## src/rtl/skeeball_sensor_front_if.sv

```systemverilog
// Signal bundle between the skeeball cabinet sensors and the score-side logic.
// The master drives the raw switches; the slave (sensor front end) returns clean pulses and game status.
interface skeeball_sensor_front_if;
    logic       start_btn;
    logic [6:0] raw_hole;
    logic       start;
    logic       in0;
    logic       in10;
    logic       in20;
    logic       in30;
    logic       in40;
    logic       in50;
    logic       in100;
    logic [3:0] ball_count;
    logic       playing;
    logic       game_over;

    modport master (
        output start_btn, raw_hole,
        input  start, in0, in10, in20, in30, in40, in50, in100,
        input  ball_count, playing, game_over
    );

    modport slave (
        input  start_btn, raw_hole,
        output start, in0, in10, in20, in30, in40, in50, in100,
        output ball_count, playing, game_over
    );
endinterface

```

## src/rtl/skeeball_sensor_front.sv

```systemverilog
// Skeeball sensor front end: synchronizes and debounces the start button and seven hole
// switches, then sequences the game and emits one-clock hole and start pulses.
module skeeball_sensor_front #(
    parameter int unsigned DEBOUNCE_CYCLES = 16,
    parameter int unsigned LOCKOUT_CYCLES  = 32,
    parameter int unsigned BALLS_PER_GAME  = 9
) (
    input  logic                    clk,
    input  logic                    rst_n,
    skeeball_sensor_front_if.slave  bus
);
    localparam int unsigned DW = $clog2(DEBOUNCE_CYCLES + 1);
    localparam int unsigned LW = $clog2(LOCKOUT_CYCLES + 1);
    localparam logic [DW-1:0] DB_LAST   = DW'(DEBOUNCE_CYCLES - 1);
    localparam logic [LW-1:0] LOCK_LOAD = LW'(LOCKOUT_CYCLES);
    localparam logic [3:0]    BALLS     = 4'(BALLS_PER_GAME);

    typedef enum logic [1:0] {
        IDLE,
        PLAY,
        OVER
    } state_t;

    // Channel 7 is the start button, channels 6..0 are the holes.
    logic [7:0]    raw;
    logic [7:0]    sync1;
    logic [7:0]    sync2;
    logic [7:0]    level;
    logic [7:0]    level_d;
    logic [7:0]    rise;
    logic [DW-1:0] db_cnt [8];

    logic          start_rise;
    logic [6:0]    hole_rise;
    logic [6:0]    pick;

    state_t        state;
    logic [LW-1:0] lockout;
    logic [6:0]    hole_pulse;
    logic          start_q;
    logic [3:0]    ball_count_q;
    logic          playing_q;
    logic          game_over_q;

    assign raw = {bus.start_btn, bus.raw_hole};

    always_ff @(posedge clk or negedge rst_n) begin
        if (!rst_n) begin
            sync1   <= '0;
            sync2   <= '0;
            level   <= '0;
            level_d <= '0;
            for (int unsigned i = 0; i < 8; i++) begin
                db_cnt[i] <= '0;
            end
        end else begin
            sync1   <= raw;
            sync2   <= sync1;
            level_d <= level;
            for (int unsigned i = 0; i < 8; i++) begin
                if (sync2[i] == level[i]) begin
                    db_cnt[i] <= '0;
                end else if (db_cnt[i] == DB_LAST) begin
                    db_cnt[i] <= '0;
                    level[i]  <= ~level[i];
                end else begin
                    db_cnt[i] <= db_cnt[i] + 1'b1;
                end
            end
        end
    end

    // The edge is held for one cycle by level_d; the FSM registers it into its outputs.
    assign rise       = level & ~level_d;
    assign start_rise = rise[7];
    assign hole_rise  = rise[6:0];

    // Highest-value hole wins when several rise together.
    always_comb begin
        pick = '0;
        for (int unsigned i = 0; i < 7; i++) begin
            if (hole_rise[i]) begin
                pick = 7'(1) << i;
            end
        end
    end

    always_ff @(posedge clk or negedge rst_n) begin
        if (!rst_n) begin
            state        <= IDLE;
            lockout      <= '0;
            hole_pulse   <= '0;
            start_q      <= 1'b0;
            ball_count_q <= '0;
            playing_q    <= 1'b0;
            game_over_q  <= 1'b0;
        end else begin
            start_q    <= 1'b0;
            hole_pulse <= '0;
            if (lockout != '0) begin
                lockout <= lockout - 1'b1;
            end
            case (state)
                IDLE, OVER: begin
                    if (start_rise) begin
                        state        <= PLAY;
                        start_q      <= 1'b1;
                        ball_count_q <= '0;
                        lockout      <= '0;
                        playing_q    <= 1'b1;
                        game_over_q  <= 1'b0;
                    end
                end
                PLAY: begin
                    if ((hole_rise != '0) && (lockout == '0)) begin
                        hole_pulse <= pick;
                        lockout    <= LOCK_LOAD;
                        if (ball_count_q != BALLS) begin
                            ball_count_q <= ball_count_q + 4'd1;
                        end
                        if (ball_count_q + 4'd1 == BALLS) begin
                            state       <= OVER;
                            playing_q   <= 1'b0;
                            game_over_q <= 1'b1;
                        end
                    end
                end
                default: begin
                    state <= IDLE;
                end
            endcase
        end
    end

    assign bus.start      = start_q;
    assign bus.in0        = hole_pulse[0];
    assign bus.in10       = hole_pulse[1];
    assign bus.in20       = hole_pulse[2];
    assign bus.in30       = hole_pulse[3];
    assign bus.in40       = hole_pulse[4];
    assign bus.in50       = hole_pulse[5];
    assign bus.in100      = hole_pulse[6];
    assign bus.ball_count = ball_count_q;
    assign bus.playing    = playing_q;
    assign bus.game_over  = game_over_q;
endmodule
```

## src/flat_wrapper.sv

```systemverilog
// flat-port wrapper written by rule: the top's interface ports become plain ports
module skeeball_sensor_front_flat 
#(
    parameter int unsigned DEBOUNCE_CYCLES = 16,
    parameter int unsigned LOCKOUT_CYCLES  = 32,
    parameter int unsigned BALLS_PER_GAME  = 9
)
  (clk, rst_n, bus_start_btn, bus_raw_hole, bus_start, bus_in0, bus_in10, bus_in20, bus_in30, bus_in40, bus_in50, bus_in100, bus_ball_count, bus_playing, bus_game_over);
  skeeball_sensor_front_if bus_i ();
  input  logic clk;
  input  logic rst_n;
  input wire logic [$bits(bus_i.start_btn)-1:0] bus_start_btn;
  input wire logic [$bits(bus_i.raw_hole)-1:0] bus_raw_hole;
  output wire logic [$bits(bus_i.start)-1:0] bus_start;
  output wire logic [$bits(bus_i.in0)-1:0] bus_in0;
  output wire logic [$bits(bus_i.in10)-1:0] bus_in10;
  output wire logic [$bits(bus_i.in20)-1:0] bus_in20;
  output wire logic [$bits(bus_i.in30)-1:0] bus_in30;
  output wire logic [$bits(bus_i.in40)-1:0] bus_in40;
  output wire logic [$bits(bus_i.in50)-1:0] bus_in50;
  output wire logic [$bits(bus_i.in100)-1:0] bus_in100;
  output wire logic [$bits(bus_i.ball_count)-1:0] bus_ball_count;
  output wire logic [$bits(bus_i.playing)-1:0] bus_playing;
  output wire logic [$bits(bus_i.game_over)-1:0] bus_game_over;
  assign bus_i.start_btn = bus_start_btn;
  assign bus_i.raw_hole = bus_raw_hole;
  assign bus_start = bus_i.start;
  assign bus_in0 = bus_i.in0;
  assign bus_in10 = bus_i.in10;
  assign bus_in20 = bus_i.in20;
  assign bus_in30 = bus_i.in30;
  assign bus_in40 = bus_i.in40;
  assign bus_in50 = bus_i.in50;
  assign bus_in100 = bus_i.in100;
  assign bus_ball_count = bus_i.ball_count;
  assign bus_playing = bus_i.playing;
  assign bus_game_over = bus_i.game_over;
  skeeball_sensor_front #(.DEBOUNCE_CYCLES(DEBOUNCE_CYCLES), .LOCKOUT_CYCLES(LOCKOUT_CYCLES), .BALLS_PER_GAME(BALLS_PER_GAME)) u_core (.clk(clk), .rst_n(rst_n), .bus(bus_i));
endmodule
```

## config.mk

```make
export PLATFORM = sky130hd
export DESIGN_NAME = skeeball_sensor_front_flat
export DESIGN_NICKNAME = d
export VERILOG_FILES = /design/src/rtl/skeeball_sensor_front_if.sv /design/src/rtl/skeeball_sensor_front.sv /design/src/flat_wrapper.sv
export SDC_FILE = /design/constraint.sdc
export NUM_CORES = 1
export LEC_CHECK = 0
export ABC_AREA = 1
export ABC_CLOCK_PERIOD_IN_PS = 1700
export BUFFER_PORTS_ARGS = -buffer_cell sky130_fd_sc_hd__clkbuf_2
export CELL_PAD_IN_SITES_DETAIL_PLACEMENT = 1
export CELL_PAD_IN_SITES_GLOBAL_PLACEMENT = 1
export CORE_UTILIZATION = 47
export CTS_CLUSTER_DIAMETER = 50
export DETAILED_ROUTE_END_ITERATION = 7
export PLACE_DENSITY_LB_ADDON = 0.05
export SLEW_MARGIN = 20
export SYNTH_ARGS = -nofsm -noshare
export SYNTH_HDL_FRONTEND = slang
export SYNTH_SLANG_ARGS = --single-unit
```

## constraint.sdc

```tcl
create_clock -name clk -period 1.7 [get_ports clk]
set_clock_uncertainty 0.2 [all_clocks]
set_input_delay 0.085 -clock clk [delete_from_list [all_inputs] [get_ports clk]]
set_output_delay 0.085 -clock clk [all_outputs]
set_load 0.05 [all_outputs]
```

Word-level counts from Yosys, hierarchy flattened
Cells that the tools add are included.

operators by class
  order comparisons = 0
  equal/unequal tests = 24
  div/mod/pow operators = 0
  muxes and demuxes = 47
  add/sub/neg operators = 10
  bitwise gates (word level) = 18
  multipliers = 0
  reduce and logical (&&, ||, !) cells = 18
  shift-type cells = 0

operators by type and width
  kind                                                  count
  2-to-1 mux 5 bit                                      17
  adder 5 x 1 -> 5 bit (second input constant)          8
  equality test 5 x 4 -> 1 bit (second input constant)  8
  2-to-1 mux 6 bit                                      4
  2-to-1 mux 7 bit                                      3
  2-to-1 mux 4 bit                                      4
  inverter 1 bit                                        16
  AND reduction 2 bit                                   8
  one-hot mux 6 bit (2 select lines)                    1
  2-to-1 mux 1 bit                                      9
  bitwise AND 8 bit                                     1
  equality test 1 bit                                   8
  2-to-1 mux 2 bit                                      4
  != test 2 x 1 -> 1 bit (second input constant)        4
  inverter 8 bit                                        1
  one-hot mux 4 bit (2 select lines)                    1
  AND reduction 4 bit                                   2
  nonzero test 7 bit                                    1
  zero test 6 bit                                       1
  nonzero test 6 bit                                    1
  subtractor 6 x 1 -> 6 bit (second input constant)     1
  adder 4 x 1 -> 4 bit (second input constant)          1
  equality test 4 bit (second input constant)           1
  != test 4 bit (second input constant)                 1
  other kinds (10)                                      11

storage, ports and cells
  RAM bits = 0
  memories = 0
  memory bits (read-only) = 0
  register bits after elaboration = 94
  input port bits = 10
  bits in latches = 0

Logic depth before layout (Yosys ltp)
Gate-level depths: netlist of run 1.

  depth after elaboration = 11
  depth in mapped cells = 10
  mapped depth without buffers = 10

Worst setup path before layout of run 1
No wires, ideal clock.

  kind = flip-flop to flip-flop
  start point = register u_core.ball_count_q[0] (netlist: u_core.bus.ball_count[0])
  end point = register u_core.playing_q (netlist: u_core.bus.playing)
  cell stages (with the launch flop) = 8
  buffers on the path = 0
  arrival = 1502 ps
  path slack = -127 ps
  path through = dfrtp_1 ha_1 xnor2_1 nand2_1 nor2_1 nand4_1 nand2_1 nand2_1

between the ends
  cells in the longest elaborated chain, start to end = 4

RTL lines
  item                              RTL line                      RTL
  start: declaration                skeeball_sensor_front.sv:41   logic [3:0] ball_count_q;
  start signal: assignment          skeeball_sensor_front.sv:119  ball_count_q <= ball_count_q + 4'd1;
  adder 4 x 1 -> 4 bit              skeeball_sensor_front.sv:121  if (ball_count_q + 4'd1 == BALLS) begin
  equality test 4 bit               skeeball_sensor_front.sv:121
  != test 2 x 1 -> 1 bit (no line)  n/a
  AND reduction 4 bit (no line)     n/a
  end signal: assignment            skeeball_sensor_front.sv:95   playing_q <= 1'b0;
  end signal: assignment            skeeball_sensor_front.sv:110  playing_q <= 1'b1;
  end signal: assignment            skeeball_sensor_front.sv:123  playing_q <= 1'b0;
  end: declaration                  skeeball_sensor_front.sv:42   logic playing_q;

No other way between the ends.
A chain may end at the register's enable or synchronous reset.

Final worst setup path of run 1
  start point = register u_core.lockout[1]
  end point = register u_core.ball_count_q[1] (netlist: u_core.bus.ball_count[1])

between the ends
  cells in the longest elaborated chain, start to end = 4

RTL lines
  item                              RTL line                      RTL
  start: declaration                skeeball_sensor_front.sv:38   logic [LW-1:0] lockout;
  start signal: assignment          skeeball_sensor_front.sv:101  lockout <= lockout - 1'b1;
  zero test 6 bit                   skeeball_sensor_front.sv:115  if ((hole_rise != '0) && (lockout == '0)) begin
  logical AND 1 bit                 skeeball_sensor_front.sv:115
  != test 2 x 1 -> 1 bit (no line)  n/a
  AND reduction 4 bit (no line)     n/a

No other way between the ends.

==> impl_metrics.env, run 1 <==
export IMPL_die_w_um=91.5
export IMPL_route_vias_total=2530
export IMPL_tns_ns=0
export IMPL_die_h_um=91.5
export IMPL_grt_usage=0.194
export IMPL_grt_first_pass_wirelength_mm=12.7
export IMPL_synth_area_leaders="dfrtp_1 63%, nand2_1 5.5%, ha_1 4.3%, nor2_1 4.3%, inv_1 3.6%"
export IMPL_synth_cell_types=25
export IMPL_core_area_um2=7730
export IMPL_dieArea_um2=8370
export IMPL_status="finished, final reports clean"
export IMPL_clkSinkCount=94
export IMPL_drive_above_1_share=0.204
export IMPL_rows=32
export IMPL_drt_vias_per_instance=4.97
export IMPL_n_fill_cell=872
export IMPL_insertion_delay_ns=0.35
export IMPL_antenna_cells=0
export IMPL_yosys_warnings=0
export IMPL_htree_num_levels=3
export IMPL_critPathLaunchType="flip-flop"
export IMPL_detail_route_iter0_violations=67
export IMPL_worstSetupEndpointType="flip-flop"
export IMPL_min_path_type="in -> async"
export IMPL_synth_top_area_share=0.625
export IMPL_syn_inst=350
export IMPL_powerDensity_nw_per_um2=1010
export IMPL_clk_pin_slew_ns=0.09
export IMPL_crit_type="reg -> reg"
export IMPL_antenna_found_initial=0
export IMPL_yosysTopAreaCell="dfrtp_1"
export IMPL_ys_seq_area_frac=0.625
export IMPL_finalHoldViolCount=0
export IMPL_post_route_util=0.571
export IMPL_overflow=0
export IMPL_syn_avg_cell_area_um2=10.7
export IMPL_clock_path_buffers=2
export IMPL_first_global_vias=2728
export IMPL_start_util=0.487
export IMPL_dp_hpwl_mm=5.10
export IMPL_cts_tree="yes"
export IMPL_wl_per_cell_um=14.0
export IMPL_fin_crit_ns=1.64
export IMPL_totalWireLength_mm=7.15
export IMPL_postSynthNetCount=373
export IMPL_worstPathArrival_ns=1.68
export IMPL_maxCapViolCount=0
export IMPL_crit_path_max_fanout=7
export IMPL_cts_root_buf="clkbuf_8"
export IMPL_ant_nets=0
export IMPL_area_growth_pct=17.3
export IMPL_numCtsBuffers=9
export IMPL_final_setup_viol_count=0
export IMPL_dr_pass1_iters=4
export IMPL_grt_max_degree=40
export IMPL_worst_slew_pin_slew_ns=0.458
export IMPL_slew_viol_final=0
export IMPL_p_leak_nw=2.26
export IMPL_io_buffers=23
export IMPL_fin_crit_sh=0.962
export IMPL_drc_errors=0
export IMPL_io_pins=24
export IMPL_gp_congestion=0.797
export IMPL_fmax_ghz=0.611
export IMPL_maxSlewHeadroom=0.695
export IMPL_cp_required_ns=1.75
export IMPL_final_nets=426
export IMPL_synth_area_um2=3760
export IMPL_ir_worst_vdd_mv=0.528
export IMPL_ys_ff_latch=94
power by group:
part / leakage, nW / internal (mW) / total (mW) / switching (mW)
registers: 1.23 / 2.38 / 2.49 / 0.110
clock network: 0.0952 / 0.709 / 1.44 / 0.734
logic: 0.932 / 0.234 / 0.516 / 0.282
total: 2.26 / 3.32 / 4.45 / 1.13
layer usage:
| metal | track usage | vias to the layer above | routed length, um |
|---|---|---|---|
| met2 | 0.324 | 28 | 3650 |
| li1 | - | 1225 | - |
| met4 | 0.0754 | 0 | 116 |
| met3 | 0.0327 | 10 | 134 |
| met5 | 0 | - | 0 |
| met1 | 0.252 | 1267 | 3240 |
critical path, stage by stage, from the launching register on:
cell,delay (ns)
dfrtp_1,0.42
inv_2,0.07
ha_1,0.13
and3_4,0.22
nand3_4,0.15
nand2_8,0.14
nand2_4,0.07
nand2_2,0.08
nand2_1,0.05
cell usage in the layout, fill, tap and decap left out, types with 2 or more instances in the layout:
cell type	n
nor3b_1	3
nor2_1	42
a21oi_1	12
nor3_1	9
nand2_2	9
nor2_2	4
nand2_4	2
inv_2	4
clkbuf_2	22
ha_1	12
buf_4	10
dfrtp_2	2
nand4_1	3
xnor2_1	9
clkinv_2	2
nand3_1	16
mux2_2	6
dfrtp_1	92
nand2_1	51
xor2_1	10
nor2_4	2
clkbuf_8	10
inv_1	35
dlygate4sd3_1	9
and3_1	8
o21ai_0	10
nor3_2	2
cell families (layout without fill, tap and decap cells):
family,after synthesis,after routing,share of synthesized area
buf+inv,39,96,0.0389
xor+xnor,20,20,0.0466
compound gates,23,23,0.0313
mux,6,6,0.0180
flops,94,94,0.625
simple gates,155,155,0.197
fa+ha+maj,13,13,0.0432
cell type report:
class | count | area (um2) | area share
Clock inverter | 4 | 47.5 | 0.0108
Tap cell | 102 | 128 | 0.0289
Clock buffer | 11 | 141 | 0.0320
Sequential cell | 94 | 2350 | 0.534
Inverter | 39 | 146 | 0.0332
Multi-Input combinational cell | 217 | 1300 | 0.295
Timing Repair Buffer | 42 | 295 | 0.0669
metrics by stage:
stage          power [mW]  instance area, um2  worst slack, ns  instances  hold WS (ns)
2_1_floorplan        2.83                3760          0.00806        350        -0.411
4_1_cts              4.48                4360           0.0652        507        0.0379
6_report             4.45                4410           0.0638        509        0.0254
3_5_place_dp         3.02                4080           0.0793        483        -0.121
3_3_place_gp         2.99                4080            0.102        483        -0.127
5_1_grt              4.69                4410          -0.0304        509        0.0549
what timing repair did:
| item | 4_1_cts | 5_1_grt |
|---|---|---|
| endpoints found under the setup margin | 0 | 10 |
| resized for setup | 0 | 10 |
| hold buffers | 9 | 0 |
| endpoints found under the hold margin | 102 | 0 |
| setup buffers | 0 | 2 |
synth_stat cells, drive strengths merged:
cell and n:
a21oi 12, nand2 63, nand3 17, nor4 1, nand4 3, o211ai 1, nor3b 3, dfrtp 94
ha 13, xnor2 10, inv 39, xor2 10, mux2 6, o21ai 10, and3 9, nor2 48
nor3 11
registers in the layout (all words and copies together) (netlist names):
register               cells
u_core.state               2
u_core.level_d             8
u_core.hole_pulse          7
u_core.bus.game_over       1
u_core.bus.start           1
u_core.bus.playing         1
u_core.level               8
u_core.sync2               8
u_core.sync1               8
u_core.db_cnt             40
u_core.bus.ball_count      4
u_core.lockout             6
path summary, 6_finish.rpt:
path / end / from / slack, ns / cells after the start
worst max-delay path: u_core.bus.ball_count[1] / u_core.lockout[1] / 0.06 / 8
worst min-delay path: u_core.db_cnt[38] / rst_n / 0.03 / 2
worst max register to register: u_core.bus.ball_count[1] / u_core.lockout[1] / 0.06 / 8
worst min register to register: u_core.sync2[1] / u_core.sync1[1] / 0.15 / 0
max in group asynchronous: u_core.level_d[7] / rst_n / 0.72 / 3
min in group clk: u_core.sync2[1] / u_core.sync1[1] / 0.15 / 0
Note: power is estimated with default switching activity, not from simulation.
==> inputs of run 2 (changes only) <==
Settings changed: CTS_BUF_LIST from default to sky130_fd_sc_hd__clkbuf_16.
==> run 2 against run 1 <==
  * Clock-buffer cell count shrank 2
  * Via count hardly changed
  * Cell area up 2.2%
  * Total power is 11% higher
==> impl_metrics.env, run 2 (synthesis results as in run 1) <==
export IMPL_status="finished, final reports clean"
export IMPL_r2r_setup_slack_ns=0.06
export IMPL_worstSetupEndpointType="flip-flop"
export IMPL_final_common_cell="dfrtp_1"
export IMPL_area_growth_pct=19.9
export IMPL_io_buffers=23
export IMPL_fmax_ghz=0.612
export IMPL_min_path_type="in -> async"
export IMPL_cp_required_ns=1.72
export IMPL_ff2ff_path_depth=8
export IMPL_place_area_um2=4080
export IMPL_maxCapViolCount=0
export IMPL_io_pins=24
export IMPL_drc_errors=0
export IMPL_gp_congestion=0.797
export IMPL_first_global_vias=2753
export IMPL_detail_route_iter0_violations=53
export IMPL_dr_pass1_iters=3
export IMPL_final_cell_mix="92 x dfrtp_1, 51 x nand2_1, 42 x nor2_1, 35 x inv_1, 22 x clkbuf_2"
export IMPL_largest_register_ffs=40
export IMPL_rows=32
export IMPL_htree_num_levels=3
export IMPL_finalHoldViolCount=0
export IMPL_core_area_um2=7730
export IMPL_overflow=0
export IMPL_numCtsBuffers=9
export IMPL_slew_viol_final=0
export IMPL_totalWireLength_mm=7.26
export IMPL_p_leak_nw=2.30
export IMPL_maxSlewHeadroom=0.693
export IMPL_dp_hpwl_mm=5.10
export IMPL_worst_slew_pin_slew_ns=0.460
export IMPL_crit_type="reg -> reg"
export IMPL_drive_above_1_share=0.204
export IMPL_antenna_found_initial=0
export IMPL_final_setup_viol_count=0
export IMPL_crit_path_max_fanout=7
export IMPL_critPathLaunchType="flip-flop"
export IMPL_die_w_um=91.5
export IMPL_ant_nets=0
export IMPL_cts_tree="yes"
export IMPL_n_fill_cell=856
export IMPL_insertion_delay_ns=0.33
export IMPL_clkSinkCount=94
export IMPL_route_vias_total=2529
export IMPL_die_h_um=91.5
export IMPL_fin_crit_sh=0.962
export IMPL_regArea_um2=2350
export IMPL_ir_worst_vdd_mv=0.558
export IMPL_final_area_um2=4510
export IMPL_powerDensity_nw_per_um2=1100
export IMPL_dieArea_um2=8370
export IMPL_cts_root_buf="clkbuf_16"
export IMPL_antenna_cells=0
export IMPL_grt_max_degree=40
export IMPL_max_flop_register="u_core.db_cnt"
export IMPL_fin_crit_ns=1.64
export IMPL_tns_ns=0
export IMPL_clock_path_buffers=2
export IMPL_drt_vias_per_instance=4.97
export IMPL_grt_first_pass_wirelength_mm=12.8
export IMPL_hold_slack_ns=0.0478
export IMPL_wl_per_cell_um=14.3
export IMPL_worstPathArrival_ns=1.66
export IMPL_final_nets=426
export IMPL_start_util=0.487
export IMPL_grt_usage=0.196
export IMPL_post_route_util=0.584
export IMPL_multi_input_area_um2=1310
export IMPL_clk_pin_slew_ns=0.06
==> run 2: area by class of cell <==
cell class,count,share of cell area
clock buffer,9,0.0499
multi-input combinational,217,0.290
inverter,39,0.0324
tap,102,0.0283
clock inverter,6,0.0122
sequential,94,0.522
timing repair buffer,42,0.0654
==> run 2: per-layer routing <==
layer  global-route usage  routed length, um
met1                0.254               3340
met2                0.328               3660
met3               0.0327                136
met4               0.0794                124
met5                    0                  0
==> run 2: worst max-delay path, cell delays in order, from the launching register on <==
cell and delay [ns]:
dfrtp_1 0.39, inv_2 0.09, ha_4 0.12, and3_4 0.22, nand3_4 0.15, nand2_8 0.14, nand2_4 0.08, nand2_2 0.08
nand2_1 0.05
==> run 2: path summary, 6_finish.rpt <==
check	from	end
max reg2reg	u_core.lockout[0]	u_core.bus.ball_count[1]
min reg2reg	u_core.sync1[6]	u_core.sync2[6]
max	u_core.lockout[0]	u_core.bus.ball_count[1]
min in group clk	u_core.sync1[6]	u_core.sync2[6]
min	rst_n	u_core.db_cnt[38]
max in group asynchronous	rst_n	u_core.db_cnt[9]
==> run 2: timing repair <==
item                                    CTS  global route
gates resized for setup                   0            12
buffers inserted                          0             2
endpoints found under the setup margin    0             7
endpoints found under the hold margin   102             0
hold buffers                              9             0
==> run 2: power breakdown <==
group | switching (mW) | total (mW) | internal, mW
Sequential | 0.111 | 2.49 | 2.38
Clock | 0.799 | 1.91 | 1.12
Combinational | 0.295 | 0.543 | 0.248
Total | 1.21 | 4.95 | 3.74
==> run 2: per-stage QoR <==
stage	power, mW	worst slack [ns]	instances
6_report	4.95	0.0647	509
5_1_grt	5.20	-0.0189	509
4_1_cts	4.96	0.0691	507
3_5_place_dp	3.02	0.0793	483
3_3_place_gp	2.99	0.102	483
2_1_floorplan	2.83	0.00806	350
==> inputs of run 3 (changes only) <==
Settings changed: BUFFER_PORTS_ARGS -buffer_cell sky130_fd_sc_hd__clkbuf_2 to default, CORE_UTILIZATION 47 to 50, DONT_BUFFER_PORTS from default to 1, PLACE_DENSITY from default to 0.84, PLACE_DENSITY_LB_ADDON 0.05 to default.
==> run 3 against run 2 <==
  * The run now ends with negative hold slack left
  * Core utilization up 1.3 points
  * Maximum frequency down 1.3%
  * Non-clock buffer count down 24
  * Routed wire length up 11%
  * Die area down 5.9%
  * Sequential power about the same
==> impl_metrics.env, run 3 (synthesis results as in run 1) <==
export IMPL_critPathLaunchType="flip-flop"
export IMPL_clk_pin_slew_ns=0.07
export IMPL_route_vias_total=2516
export IMPL_fin_crit_sh=0.974
export IMPL_final_cell_mix="92 x dfrtp_1, 53 x nand2_1, 42 x nor2_1, 37 x inv_1, 16 x nand3_1"
export IMPL_grt_first_pass_wirelength_mm=12.7
export IMPL_ant_nets=0
export IMPL_fin_crit_ns=1.66
export IMPL_cp_required_ns=1.71
export IMPL_final_area_um2=4330
export IMPL_dr_wl_met3_um=206
export IMPL_slew_viol_final=0
export IMPL_cts_tree="yes"
export IMPL_final_setup_viol_count=0
export IMPL_fmax_ghz=0.604
export IMPL_clkSinkCount=94
export IMPL_highest_layer="met4"
export IMPL_core_area_um2=7250
export IMPL_gp_congestion=0.766
export IMPL_r2r_setup_slack_ns=0.04
export IMPL_min_path_type="in -> async"
export IMPL_grt_usage=0.219
export IMPL_crit_type="reg -> reg"
export IMPL_failed_checks="negative hold slack"
export IMPL_power_mw=4.76
export IMPL_area_growth_pct=15.0
export IMPL_cts_hold_fix_buffers=8
export IMPL_routed_wl_met2_mm=4.33
export IMPL_antenna_cells=0
export IMPL_finalHoldViolCount=94
export IMPL_wl_per_cell_um=16.7
export IMPL_drt_met1_wl_mm=3.39
export IMPL_grt_max_degree=95
export IMPL_die_h_um=88.7
export IMPL_rows=31
export IMPL_ff2ff_path_depth=8
export IMPL_worst_slew_pin_slew_ns=0.477
export IMPL_crit_path_max_fanout=7
export IMPL_io_buffers=0
export IMPL_powerDensity_nw_per_um2=1100
export IMPL_pre_cts_ws_ns=0.0435
export IMPL_numCtsBuffers=9
export IMPL_cts_root_buf="clkbuf_16"
export IMPL_worstSetupEndpointType="flip-flop"
export IMPL_rr_startpoint="u_core.lockout[1]"
export IMPL_maxCapViolCount=0
export IMPL_post_route_util=0.597
export IMPL_place_area_um2=3950
export IMPL_p_leak_nw=2.19
export IMPL_overflow=0
export IMPL_detail_route_iter0_violations=106
export IMPL_clock_path_buffers=2
export IMPL_dieArea_um2=7880
export IMPL_setup_ws_ns=0.0440
export IMPL_max_flop_register="u_core.db_cnt"
export IMPL_maxSlewHeadroom=0.682
export IMPL_die_w_um=88.7
export IMPL_first_global_vias=2718
export IMPL_rr_endpoint="u_core.bus.ball_count[1]"
export IMPL_antenna_found_initial=0
export IMPL_worstPathArrival_ns=1.67
export IMPL_insertion_delay_ns=0.34
export IMPL_final_common_cell="dfrtp_1"
export IMPL_htree_num_levels=3
export IMPL_status="finished with violations"
export IMPL_largest_register_ffs=40
export IMPL_drt_vias_per_instance=5.21
export IMPL_hold_slack_ns=-0.758
export IMPL_drc_errors=0
export IMPL_start_util=0.519
export IMPL_dp_hpwl_mm=5.01
export IMPL_dr_pass1_iters=4
export IMPL_io_pins=24
export IMPL_ir_worst_vdd_mv=0.598
export IMPL_drive_above_1_share=0.148
export IMPL_final_nets=402
export IMPL_totalWireLength_mm=8.09
## run 3: per-stage QoR
step	std cells	setup TNS (ns)
2_1_floorplan	350	0
3_3_place_gp	457	0
3_5_place_dp	457	0
4_1_cts	481	0
5_1_grt	483	-0.0971
6_report	483	0
## run 3: worst max-delay path: stages, from the launching register on
cell and delay, ns:
dfrtp_1 0.40, inv_1 0.09, ha_1 0.14, and3_4 0.23, nand3_4 0.12, nand2_4 0.15
nand2_4 0.07, nand2_1 0.07, nand2_1 0.07
## run 3: metal layers
metal,vias up,track usage
met1,1294,0.257
li1,1173,-
met4,0,0.0733
met5,-,0
met3,17,0.0485
met2,32,0.396
## run 3: what timing repair did
item / 4_1_cts / 5_1_grt
hold endpoints to repair: 102 / 94
endpoints found under the setup margin: 0 / 6
gates resized for setup: 0 / 8
setup buffers: 0 / 2
## run 3: cell type report
class	count	area (um2)
Timing Repair Buffer	18	159
Inverter	39	146
Tap cell	99	124
Clock inverter	7	33.8
Multi-Input combinational cell	217	1280
Fill cell	786	2930
Clock buffer	9	225
Sequential cell	94	2350
## run 3: worst max path at each step
| stage | startpoint | depth (start not counted) | slack [ns] | endpoint |
|---|---|---|---|---|
| after floorplan | u_core.bus.ball_count[0] | 7 | 0.008 | u_core.bus.playing |
| after global placement | u_core.bus.ball_count[0] | 7 | 0.11 | u_core.bus.playing |
| after detailed placement | u_core.bus.ball_count[0] | 7 | 0.04 | u_core.bus.playing |
| after CTS | u_core.bus.ball_count[0] | 7 | 0.02 | u_core.bus.playing |
| after global routing | u_core.bus.ball_count[1] | 8 | -0.03 | u_core.bus.playing |
| final | u_core.lockout[1] | 8 | 0.04 | u_core.bus.ball_count[1] |
## run 3: power breakdown
part	switching (mW)	internal (mW)	leakage [nW]
Clock	0.810	0.967	0.135
Sequential	0.110	2.38	1.23
Combinational	0.285	0.205	0.824
Total	1.21	3.55	2.19
